===== src/rtl/i_softmax_norm_pkg.sv =====
// rtl/i_softmax_norm_pkg.sv - shared widths, constants and state type for the softmax normalizer
package softmax_pkg;
  localparam int DEF_VEC_LEN = 8;

  // Sum of up to n non-negative 32-bit elements needs 32 + clog2(n) bits
  function automatic int sum_width(input int n);
    return 32 + $clog2(n);
  endfunction

  localparam int          SUM_W       = sum_width(DEF_VEC_LEN);
  localparam int          RECIP_NUM_W = 33;
  localparam logic [31:0] FACTOR_SAT  = 32'hFFFF_FFFF;

  typedef enum logic [1:0] {LOAD, DIV, OUT} state_t;
endpackage


===== src/rtl/i_softmax_norm_if.sv =====
// rtl/i_softmax_norm_if.sv - input/output stream bundle of the softmax normalizer
interface i_softmax_norm_if;
  logic        in_valid;
  logic        in_ready;
  logic [31:0] in_data;
  logic        in_last;
  logic        out_valid;
  logic        out_ready;
  logic [31:0] out_data;
  logic        out_last;
  logic        busy;

  modport master (
    output in_valid, in_data, in_last, out_ready,
    input  in_ready, out_valid, out_data, out_last, busy
  );

  modport slave (
    input  in_valid, in_data, in_last, out_ready,
    output in_ready, out_valid, out_data, out_last, busy
  );
endinterface


===== src/rtl/i_softmax_norm_div.sv =====
// rtl/i_softmax_norm_div.sv - sequential restoring reciprocal: quotient = floor(2^32 / divisor), saturated
module seq_recip_div
  import softmax_pkg::*;
#(
  parameter int DIV_W = SUM_W
) (
  input  logic             clk,
  input  logic             rst_n,
  input  logic             start,
  input  logic [DIV_W-1:0] divisor,
  output logic             done,
  output logic [31:0]      quotient
);
  localparam int CNT_W = $clog2(RECIP_NUM_W + 1);

  logic [DIV_W-1:0]       dvsr;
  logic [DIV_W-1:0]       rem;
  logic [RECIP_NUM_W-1:0] q;
  logic [CNT_W-1:0]       cnt;
  logic                   running;
  logic [DIV_W:0]         trial;
  logic                   fits;

  // The dividend 2^32 is a single 1 followed by zeros, so only the first step shifts in a 1
  always_comb begin
    trial = {rem, (cnt == CNT_W'(RECIP_NUM_W))};
    fits  = (trial >= {1'b0, dvsr});
  end

  always_ff @(posedge clk or negedge rst_n) begin
    if (!rst_n) begin
      dvsr    <= '0;
      rem     <= '0;
      q       <= '0;
      cnt     <= '0;
      running <= 1'b0;
      done    <= 1'b0;
    end else begin
      done <= 1'b0;
      if (start) begin
        dvsr    <= divisor;
        rem     <= '0;
        q       <= '0;
        cnt     <= CNT_W'(RECIP_NUM_W);
        running <= 1'b1;
      end else if (running) begin
        rem <= fits ? DIV_W'(trial - {1'b0, dvsr}) : trial[DIV_W-1:0];
        q   <= {q[RECIP_NUM_W-2:0], fits};
        cnt <= cnt - CNT_W'(1);
        if (cnt == CNT_W'(1)) begin
          running <= 1'b0;
          done    <= 1'b1;
        end
      end
    end
  end

  // Quotient bit 32 is set only for divisor 1; divisor 0 yields all ones anyway
  assign quotient = (q[RECIP_NUM_W-1] || (dvsr == '0)) ? FACTOR_SAT : q[31:0];
endmodule


===== src/rtl/i_softmax_norm.sv =====
// rtl/i_softmax_norm.sv - buffers one row of exp values, divides 2^32 by their sum, streams scaled probabilities
module i_softmax_norm
  import softmax_pkg::*;
#(
  parameter int VEC_LEN  = DEF_VEC_LEN,
  parameter int OUT_BITS = 8,
  parameter int DATA_W   = 32
) (
  input logic              clk,
  input logic              rst_n,
  i_softmax_norm_if.slave  bus
);
  localparam int SW    = sum_width(VEC_LEN);
  localparam int CNT_W = $clog2(VEC_LEN + 1);
  localparam int IDX_W = (VEC_LEN > 1) ? $clog2(VEC_LEN) : 1;
  localparam int SHIFT = 32 - OUT_BITS;

  state_t            state;
  logic [DATA_W-1:0] buf_mem [VEC_LEN];
  logic [CNT_W-1:0]  count;
  logic [CNT_W-1:0]  rd;
  logic [SW-1:0]     sum;
  logic [SW-1:0]     sum_next;
  logic [31:0]       factor;
  logic [31:0]       quotient;
  logic [31:0]       elem;
  logic              hs;
  logic              close_row;
  logic              div_done;
  logic [63:0]       prod;

  always_comb begin
    elem      = bus.in_data[31] ? 32'd0 : bus.in_data;
    hs        = bus.in_valid && bus.in_ready;
    close_row = hs && (bus.in_last || (count == CNT_W'(VEC_LEN - 1)));
    sum_next  = sum + SW'(elem);
  end

  always_ff @(posedge clk) begin
    if (hs) buf_mem[count[IDX_W-1:0]] <= elem;
  end

  // The divisor is the sum including the closing element, so the divider starts on that same edge
  seq_recip_div #(.DIV_W(SW)) u_div (
    .clk      (clk),
    .rst_n    (rst_n),
    .start    (close_row),
    .divisor  (sum_next),
    .done     (div_done),
    .quotient (quotient)
  );

  always_ff @(posedge clk or negedge rst_n) begin
    if (!rst_n) begin
      state         <= LOAD;
      count         <= '0;
      sum           <= '0;
      factor        <= '0;
      rd            <= '0;
      bus.in_ready  <= 1'b1;
      bus.out_valid <= 1'b0;
      bus.out_last  <= 1'b0;
      bus.busy      <= 1'b0;
    end else begin
      case (state)
        LOAD: begin
          if (hs) begin
            sum   <= sum_next;
            count <= count + CNT_W'(1);
            if (close_row) begin
              state        <= DIV;
              bus.in_ready <= 1'b0;
              bus.busy     <= 1'b1;
            end
          end
        end
        DIV: begin
          if (div_done) begin
            state         <= OUT;
            factor        <= quotient;
            rd            <= '0;
            bus.out_valid <= 1'b1;
            bus.out_last  <= (count == CNT_W'(1));
          end
        end
        OUT: begin
          if (bus.out_ready) begin
            if (bus.out_last) begin
              state         <= LOAD;
              count         <= '0;
              sum           <= '0;
              rd            <= '0;
              bus.out_valid <= 1'b0;
              bus.out_last  <= 1'b0;
              bus.busy      <= 1'b0;
              bus.in_ready  <= 1'b1;
            end else begin
              rd           <= rd + CNT_W'(1);
              bus.out_last <= ((rd + CNT_W'(2)) == count);
            end
          end
        end
        default: state <= LOAD;
      endcase
    end
  end

  // Element <= sum, so the scaled product never exceeds 2^OUT_BITS
  assign prod         = 64'(buf_mem[rd[IDX_W-1:0]]) * 64'(factor);
  assign bus.out_data = bus.out_valid ? 32'(prod >> SHIFT) : 32'd0;
endmodule


===== src/flat_wrapper.sv =====
// flat-port wrapper written by rule: the top's interface ports become plain ports
module i_softmax_norm_flat import softmax_pkg::*;
#(
  parameter int VEC_LEN  = DEF_VEC_LEN,
  parameter int OUT_BITS = 8,
  parameter int DATA_W   = 32
)
  (clk, rst_n, bus_in_valid, bus_in_data, bus_in_last, bus_out_ready, bus_in_ready, bus_out_valid, bus_out_data, bus_out_last, bus_busy);
  i_softmax_norm_if bus_i ();
  input logic clk;
  input logic rst_n;
  input wire logic [$bits(bus_i.in_valid)-1:0] bus_in_valid;
  input wire logic [$bits(bus_i.in_data)-1:0] bus_in_data;
  input wire logic [$bits(bus_i.in_last)-1:0] bus_in_last;
  input wire logic [$bits(bus_i.out_ready)-1:0] bus_out_ready;
  output wire logic [$bits(bus_i.in_ready)-1:0] bus_in_ready;
  output wire logic [$bits(bus_i.out_valid)-1:0] bus_out_valid;
  output wire logic [$bits(bus_i.out_data)-1:0] bus_out_data;
  output wire logic [$bits(bus_i.out_last)-1:0] bus_out_last;
  output wire logic [$bits(bus_i.busy)-1:0] bus_busy;
  assign bus_i.in_valid = bus_in_valid;
  assign bus_i.in_data = bus_in_data;
  assign bus_i.in_last = bus_in_last;
  assign bus_i.out_ready = bus_out_ready;
  assign bus_in_ready = bus_i.in_ready;
  assign bus_out_valid = bus_i.out_valid;
  assign bus_out_data = bus_i.out_data;
  assign bus_out_last = bus_i.out_last;
  assign bus_busy = bus_i.busy;
  i_softmax_norm #(.VEC_LEN(VEC_LEN), .OUT_BITS(OUT_BITS), .DATA_W(DATA_W)) u_core (.clk(clk), .rst_n(rst_n), .bus(bus_i));
endmodule

===== config.mk =====
export PLATFORM = sky130hd
export DESIGN_NAME = i_softmax_norm_flat
export DESIGN_NICKNAME = d
export VERILOG_FILES = /design/src/rtl/i_softmax_norm_pkg.sv /design/src/rtl/i_softmax_norm_if.sv /design/src/rtl/i_softmax_norm_div.sv /design/src/rtl/i_softmax_norm.sv /design/src/flat_wrapper.sv
export SDC_FILE = /design/constraint.sdc
export NUM_CORES = 2
export LEC_CHECK = 0
export ABC_CLOCK_PERIOD_IN_PS = 15400
export BUFFER_PORTS_ARGS = -buffer_cell sky130_fd_sc_hd__buf_2
export CAP_MARGIN = 10
export CORE_MARGIN = 3
export CORE_UTILIZATION = 30
export CTS_BUF_LIST = sky130_fd_sc_hd__clkbuf_4 sky130_fd_sc_hd__clkbuf_8
export DETAILED_ROUTE_END_ITERATION = 10
export REMOVE_ABC_BUFFERS = 1
export SLEW_MARGIN = 20
export SYNTH_ARGS = -nofsm -noshare
export SYNTH_HDL_FRONTEND = slang
export SYNTH_SLANG_ARGS = --single-unit

===== constraint.sdc =====
create_clock -name clk -period 15.4 [get_ports clk]
set_input_delay 1.54 -clock clk [delete_from_list [all_inputs] [get_ports clk]]
set_output_delay 1.54 -clock clk [all_outputs]
set_load 0.02 [all_outputs]

[After elaboration in Yosys (flattened, before gate mapping)]
Memory sizes are Yosys's and may differ from the RTL's.
Index checks and enable logic that the tools add are counted.
Word-level totals
  bits in registers: 192
  latch bits: 0
  bits in writable memories: 248
  bits in read-only memories: 0
  bits of input ports: 37
  output and inout port bits: 36
  memories kept: 1
Operators by class
  add/subtract/negate cells: 6
  multiply operators: 1
  divide/modulo/power cells: 0
  magnitude comparators: 1
  eq/ne operators: 12
  shift-type cells: 0
  mux-type cells: 52
  bitwise gates (word level): 0
  reduce and logical (&&, ||, !) cells: 15
Memories
  u_core.buf_mem: words 8, width 31, read ports 1, clocked after Yosys merged registers in 0, wr ports 1, line i_softmax_norm.sv:19  | logic [DATA_W-1:0] buf_mem [VEC_LEN];
Operators by type and width (count)
  2-to-1 mux 35 bit: 6
  case mux 35 bit (2 select lines): 1
  2-to-1 mux 33 bit: 2
  2-to-1 mux 32 bit: 2
  multiplier 32 x 32 -> 56 bit: 1
  greater-or-equal comparator 36 x 35 -> 1 bit: 1
  adder 35 x 32 -> 35 bit: 1
  zero test 35 bit: 1
  subtractor 35 bit: 1
  2-to-1 mux 31 bit: 1
  2-to-1 mux 4 bit: 6
  2-to-1 mux 1 bit: 20
  case mux 4 bit (2 select lines): 2
  2-to-1 mux 6 bit: 2
  2-to-1 mux 2 bit: 5
  AND reduction 5 bit: 2
  adder 4 x 1 -> 4 bit (second input constant): 2
  case mux 1 bit (2 select lines): 4
  AND reduction 4 bit: 2
  equality test 6 x 1 -> 1 bit (second input constant): 1
  equality test 6 bit (second input constant): 1
  inequality test 2 x 1 -> 1 bit (second input constant): 3
  case mux 2 bit (3 select lines): 1
  nonzero test 2 bit: 3
  other kinds (13): 16

[Logic depth before layout (Yosys ltp)]
  word-level depth: 6
  depth in mapped cells: 34
  depth with buffers taken out: 28

[By module]
From an unflattened synthesis, not the netlist that was laid out.
Second synthesis, totals
  cells, all modules: 5016
  area, all modules: 51609.5 um^2
Modules (own cells, without submodules)
  i_softmax_norm: instances 1, cells each 4170, area each 44363.8 um^2, seq. area each 9475.3 um^2
  seq_recip_div: instances 1, cells each 846, area each 7245.7 um^2, seq. area each 2777.7 um^2

[Worst setup path after synthesis]
No wires, ideal clock.
  path type: register to output
  start: register u_core.rd[0]
  end: output bus_out_data[13]
  arrival: 8.966 ns
  data required time: 13.860 ns
  setup slack: 4.894 ns
  cell stages (with the launch flop): 32
  path buffers: 5
  path through: dfrtp_1 > buf_2 > buf_2 > buf_2 > buf_2 > mux4_2 > mux2_2 > clkbuf_1 > and2_1 > fa_1 > inv_1 > fa_1 > fa_1 > fa_1 > inv_1 > fa_1 > inv_1 > fa_1 > inv_1 > fa_1 > fa_1 > ha_1 > nand4_1 > nor2_1 > o211ai_1 > nor4b_4 > nor4b_2 > o31a_1 > o21a_2 > o21ai_1 > a21boi_0 > mux2i_1
On the way
  word-level cells in the longest chain between the ends: 3
RTL lines
  from (decl): line i_softmax_norm.sv:21  | logic [CNT_W-1:0] rd;
  from (signal assigned): line i_softmax_norm.sv:98  | rd <= rd + CNT_W'(1);
  memory (8 x 31 bit)
  multiplier 32 x 32 -> 56 bit: line i_softmax_norm.sv:109  | assign prod = 64'(buf_mem[rd[IDX_W-1:0]]) * 64'(factor);
  2-to-1 mux 32 bit: line i_softmax_norm.sv:110  | assign bus.out_data = bus.out_valid ? 32'(prod >> SHIFT) : 32'd0;
  to (decl): line flat_wrapper.sv:18  | output wire logic [$bits(bus_i.out_data)-1:0] bus_out_data;
Every way passes these cells.

[Final worst setup path]
  start: register u_core.rd[0]
  end: output bus_out_data[26]
Same word-level chain as after synthesis.

==> results.md <==
* Total power divided by cell area at ~43 mW/mm^2
* Clk_lat worst skew at a little under 0.7 ns
* Remaining Overflow, GRT at 0
* Slack of the worst reg-to-reg path at approximately 10 ns
* Flop and latch count out of synthesis at 440
* Final GP Congestion at approximately 0.93
* Endpoint of the most critical register-to-register path: u_core.u_div.rem[34]
* First-pass iteration count of the detailed router at 6
* Status: finished clean
* Area added between synthesis and finish at 8.40%
* Fmax at a little over 0.08 GHz
* Worst min path class: flip-flop to flip-flop
* Length in cells of the worst reg-to-reg path at 16
* Number of max-capacitance violations reported at 0
* Starting utilization of the core area at a little under a third
* Unrepaired setup endpoints after global routing: false
* Peak-usage layer in the global routing report: met2
* Number of pins exceeding their max-slew limit in the final report at 0
* Die Height at between 400 and 500 microns
* Relative slew slack at between 10% and 20%
* Worst Min Path Start: u_core.sum[28]
* Remaining antenna violation count at 0
* EDFF count, synth at ~250
* Maximum number of pins on one net before global-route repair at 82
* Post-route fraction of the period consumed by the critical path at 80.1%
* Die area at between 0.15 and 0.2 sq mm
* H-tree levels at 3
* Max Root-Sink Buffers at 3
* Maximum ir drop on the vdd rail at 0.0501 mV
* Max Clock Skew at between 0.06 and 0.07 ns
* Post-Place Cells at 7062
* Cell Area, Synth at just over 0.05 sq mm
* Worst Path Class, Setup: flip-flop to output pin
* Total area of sequential cells at roughly 0.012 sq mm
* Number of remaining DRC errors at 0
* Total negative setup slack at 0 ns
* Iteration-0 DRC Markers at about 2300
* Worst Setup End Kind: output pin
* Cts repair resizes at 0
* Most frequent cell on the critical path: sky130_fd_sc_hd__fa_1
* Placeable core region at ~0.17 sq mm
* Hold path cells at 2
* Clock sink total at 440
* Drt total wl at 135000 microns
* Net total in the final layout at ~6000
* Routed len/inst at about 19 microns
* Total setup violations reported at the end of the flow at 0
* Pleak at 25.5 nW
* CP startpoint kind: flip-flop
* CP arrival at ~11 ns
* Sink of the worst hold path: u_core.sum[28]
* Half-perimeter wire length after placement at 101000 microns
* Post-synth ARST share at ~44%
* Instance count of the mapped netlist at approximately 5000
* Largest stage delay on the critical path at a little under 0.8 ns
* Share of final-layout standard cells stronger than drive strength 1 at a little over 8%
* # Post-CTS Setup Buffers at 0
* Slowest cell on the critical path: sky130_fd_sc_hd__buf_4
* Most common flop cell mapped by yosys: sky130_fd_sc_hd__edfxtp_1
* GR Layer Usage met1 at ~20%
* GR Layer Usage met2 at between 20 and 30%
* Row count at 150
* Final instance count without filler cells at 7196
* Root buf cell: sky130_fd_sc_hd__clkbuf_8
* Number of vias per cell at between 4 and 5
* CP max FO at 50
* Horizontal die dimension at 419 microns
* Met3 GRT Util at roughly 2.2%
* Vias in the first global route at between 30000 and 40000
* Number of buffers inserted during clock tree synthesis at between 70 and 80
* Global Route Usage Sum at between 10% and 20%
* Actual transition at the worst max-transition pin at 1.19 ns
* Hold violation count in the final report at 0
* Port Buffer Count at between 70 and 80
* Post-layout util at about 33%
* Time the worst path needs with I/O delays and setup at ~12 ns
* Share of the yosys chip area belonging to registers at between 20% and 30%
* Fill cell total of the finished layout at 16951
* Synth Area per Inst at 10.2 sq um
* Clock tree from TritonCTS: built
* Area of the multi-input gates at 0.0346 sq mm
* Hold-fix buffers at CTS at 0
* Overall via count from detail_route at 34711
* Synthesis Warnings at 0
* Required @ worst endpoint at between 10 and 15 ns
* Antenna cells at 0
* Count of different cell masters after synthesis at slightly above 80
* Clk slew on worst S/H paths at roughly 0.060 ns
* Crit Reg-Reg Startpoint: u_core.u_div.cnt[1]
* Number of antenna violations at the first check in global routing at 2
* Wire length of the first global-routing pass at 216000 microns
* Top Ports at between 70 and 80
[synthesized netlist by cell type (6+ instances only)]
| cell type | count | share of area (%) |
|---|---|---|
| sky130_fd_sc_hd__inv_1 | 879 | 6.4 |
| sky130_fd_sc_hd__fa_1 | 848 | 33 |
| sky130_fd_sc_hd__nand2_1 | 646 | 4.7 |
| sky130_fd_sc_hd__and2_1 | 529 | 6.5 |
| sky130_fd_sc_hd__ha_1 | 285 | 7.0 |
| sky130_fd_sc_hd__clkbuf_1 | 262 | 1.9 |
| sky130_fd_sc_hd__edfxtp_1 | 248 | 15 |
| sky130_fd_sc_hd__dfrtp_1 | 191 | 9.3 |
| sky130_fd_sc_hd__o21ai_0 | 137 | 1.3 |
| sky130_fd_sc_hd__nor2_1 | 123 | 0.90 |
| sky130_fd_sc_hd__a21oi_1 | 100 | 0.98 |
| sky130_fd_sc_hd__xnor2_1 | 68 | 1.2 |
| sky130_fd_sc_hd__mux4_2 | 60 | 2.6 |
| sky130_fd_sc_hd__a21o_1 | 55 | 0.81 |
| sky130_fd_sc_hd__nor2b_1 | 42 | 0.51 |
| sky130_fd_sc_hd__a31oi_1 | 40 | 0.49 |
| sky130_fd_sc_hd__mux2i_1 | 40 | 0.78 |
| sky130_fd_sc_hd__xor2_1 | 37 | 0.63 |
| sky130_fd_sc_hd__mux2_2 | 36 | 0.79 |
| sky130_fd_sc_hd__nand3_1 | 32 | 0.31 |
| sky130_fd_sc_hd__o22a_1 | 32 | 0.55 |
| sky130_fd_sc_hd__a22o_1 | 30 | 0.51 |
| sky130_fd_sc_hd__nor3_1 | 26 | 0.25 |
| sky130_fd_sc_hd__nand4_1 | 21 | 0.26 |
| sky130_fd_sc_hd__a211oi_1 | 18 | 0.26 |
| sky130_fd_sc_hd__nand2b_1 | 18 | 0.22 |
| sky130_fd_sc_hd__o21bai_1 | 15 | 0.22 |
| sky130_fd_sc_hd__o21a_1 | 13 | 0.19 |
| sky130_fd_sc_hd__or3_1 | 13 | 0.16 |
| sky130_fd_sc_hd__and3_1 | 12 | 0.15 |
| sky130_fd_sc_hd__nor4_1 | 12 | 0.15 |
| sky130_fd_sc_hd__o211ai_1 | 10 | 0.15 |
| sky130_fd_sc_hd__a21boi_0 | 9 | 0.13 |
| sky130_fd_sc_hd__buf_1 | 9 | 0.066 |
| sky130_fd_sc_hd__buf_2 | 9 | 0.088 |
| sky130_fd_sc_hd__a211o_1 | 7 | 0.12 |
| sky130_fd_sc_hd__o31ai_1 | 7 | 0.10 |
| sky130_fd_sc_hd__o31a_1 | 6 | 0.10 |
[placed cells by master, fill, tap and decap left out, types with 36 or more instances in the layout]
master,count
sky130_fd_sc_hd__clkbuf_8,80
sky130_fd_sc_hd__a21oi_1,100
sky130_fd_sc_hd__buf_2,71
sky130_fd_sc_hd__mux4_2,60
sky130_fd_sc_hd__edfxtp_1,248
sky130_fd_sc_hd__o21ai_0,137
sky130_fd_sc_hd__ha_1,285
sky130_fd_sc_hd__inv_1,879
sky130_fd_sc_hd__and2_1,529
sky130_fd_sc_hd__nand2_1,646
sky130_fd_sc_hd__nor2_1,115
sky130_fd_sc_hd__dfrtp_1,185
sky130_fd_sc_hd__fa_1,848
sky130_fd_sc_hd__a31oi_1,40
sky130_fd_sc_hd__mux2_2,36
sky130_fd_sc_hd__mux2i_1,40
sky130_fd_sc_hd__xnor2_1,68
sky130_fd_sc_hd__buf_4,73
sky130_fd_sc_hd__xor2_1,37
sky130_fd_sc_hd__nor2b_1,39
sky130_fd_sc_hd__a21o_1,55
[flip-flops by register name (all words and copies together) (netlist names), 4 cells and up]
| name | flops |
|---|---|
| u_core.u_div.q | 33 |
| u_core.count | 4 |
| u_core.sum | 35 |
| u_core.u_div.dvsr | 35 |
| u_core.buf_mem | 248 |
| u_core.factor | 32 |
| u_core.rd | 4 |
| u_core.u_div.rem | 35 |
| u_core.u_div.cnt | 6 |
[logic make-up (layout without fill, tap and decap cells)]
family	after synthesis	in the layout	share of synthesized area [%]
buffers and inverters	1164	1161	8.60
DFF	440	440	24.0
adders and majority gates	1133	1133	40.2
xor gates and xnor gates	105	105	1.80
and+or+nand+nor	1489	1489	14.4
muxes	138	138	4.29
AOI/OAI and AO/OA	526	526	6.81
[through the flow]
stage	total power, mW	area [sq um]	hold WS, ns	worst slack [ns]
after floorplan	1.29	50100	0.454	3.84
after global placement	1.32	53800	0.474	3.56
after detailed placement	1.33	53900	0.485	3.56
after CTS	2.44	55400	0.498	2.83
after global routing	2.50	55500	0.526	2.66
final	2.41	55500	0.495	3.07
[final cells by class]
type | instances | share of cell area (%)
inverter | 881 | 5.96
multi-input combinational | 3391 | 62.4
timing repair buffer | 146 | 1.69
sequential | 440 | 22.1
tap | 2204 | 4.97
clock inverter | 29 | 0.535
clock buffer | 105 | 2.31
[per-layer routing]
metal | wire length (microns) | share of wire (%)
met5 | 0 | 0
met4 | 5040 | 3.7
met3 | 6680 | 5.0
met2 | 65800 | 49
met1 | 57300 | 42
[worst max path at each step]
stage / start / end / depth (start not counted)
global placement: u_core.rd[0] / bus_out_data[31] / 24
floorplan: u_core.rd[0] / bus_out_data[13] / 24
finish: u_core.rd[0] / bus_out_data[26] / 25
CTS: u_core.rd[0] / bus_out_data[25] / 26
global route: u_core.rd[0] / bus_out_data[21] / 25
detailed placement: u_core.rd[0] / bus_out_data[25] / 26
[worst max-delay path: cells and delay by family (launching register included)]
kind / cells / cell delay [ns]
fa+ha+maj: 9 / 4.44
compound gates: 5 / 1.61
mux: 3 / 1.39
buf+inv: 4 / 1.06
simple gates: 4 / 0.94
flops: 1 / 0.59
[power by group]
group	total (mW)	switching, mW	internal, mW	leakage [nW]
Sequential	1.25	0	1.25	4.31
Combinational	0.0535	0.0410	0.0124	20.4
Clock	1.11	0.493	0.615	0.834
Total	2.41	0.534	1.87	25.5
(Power assumes the default switching activity.)
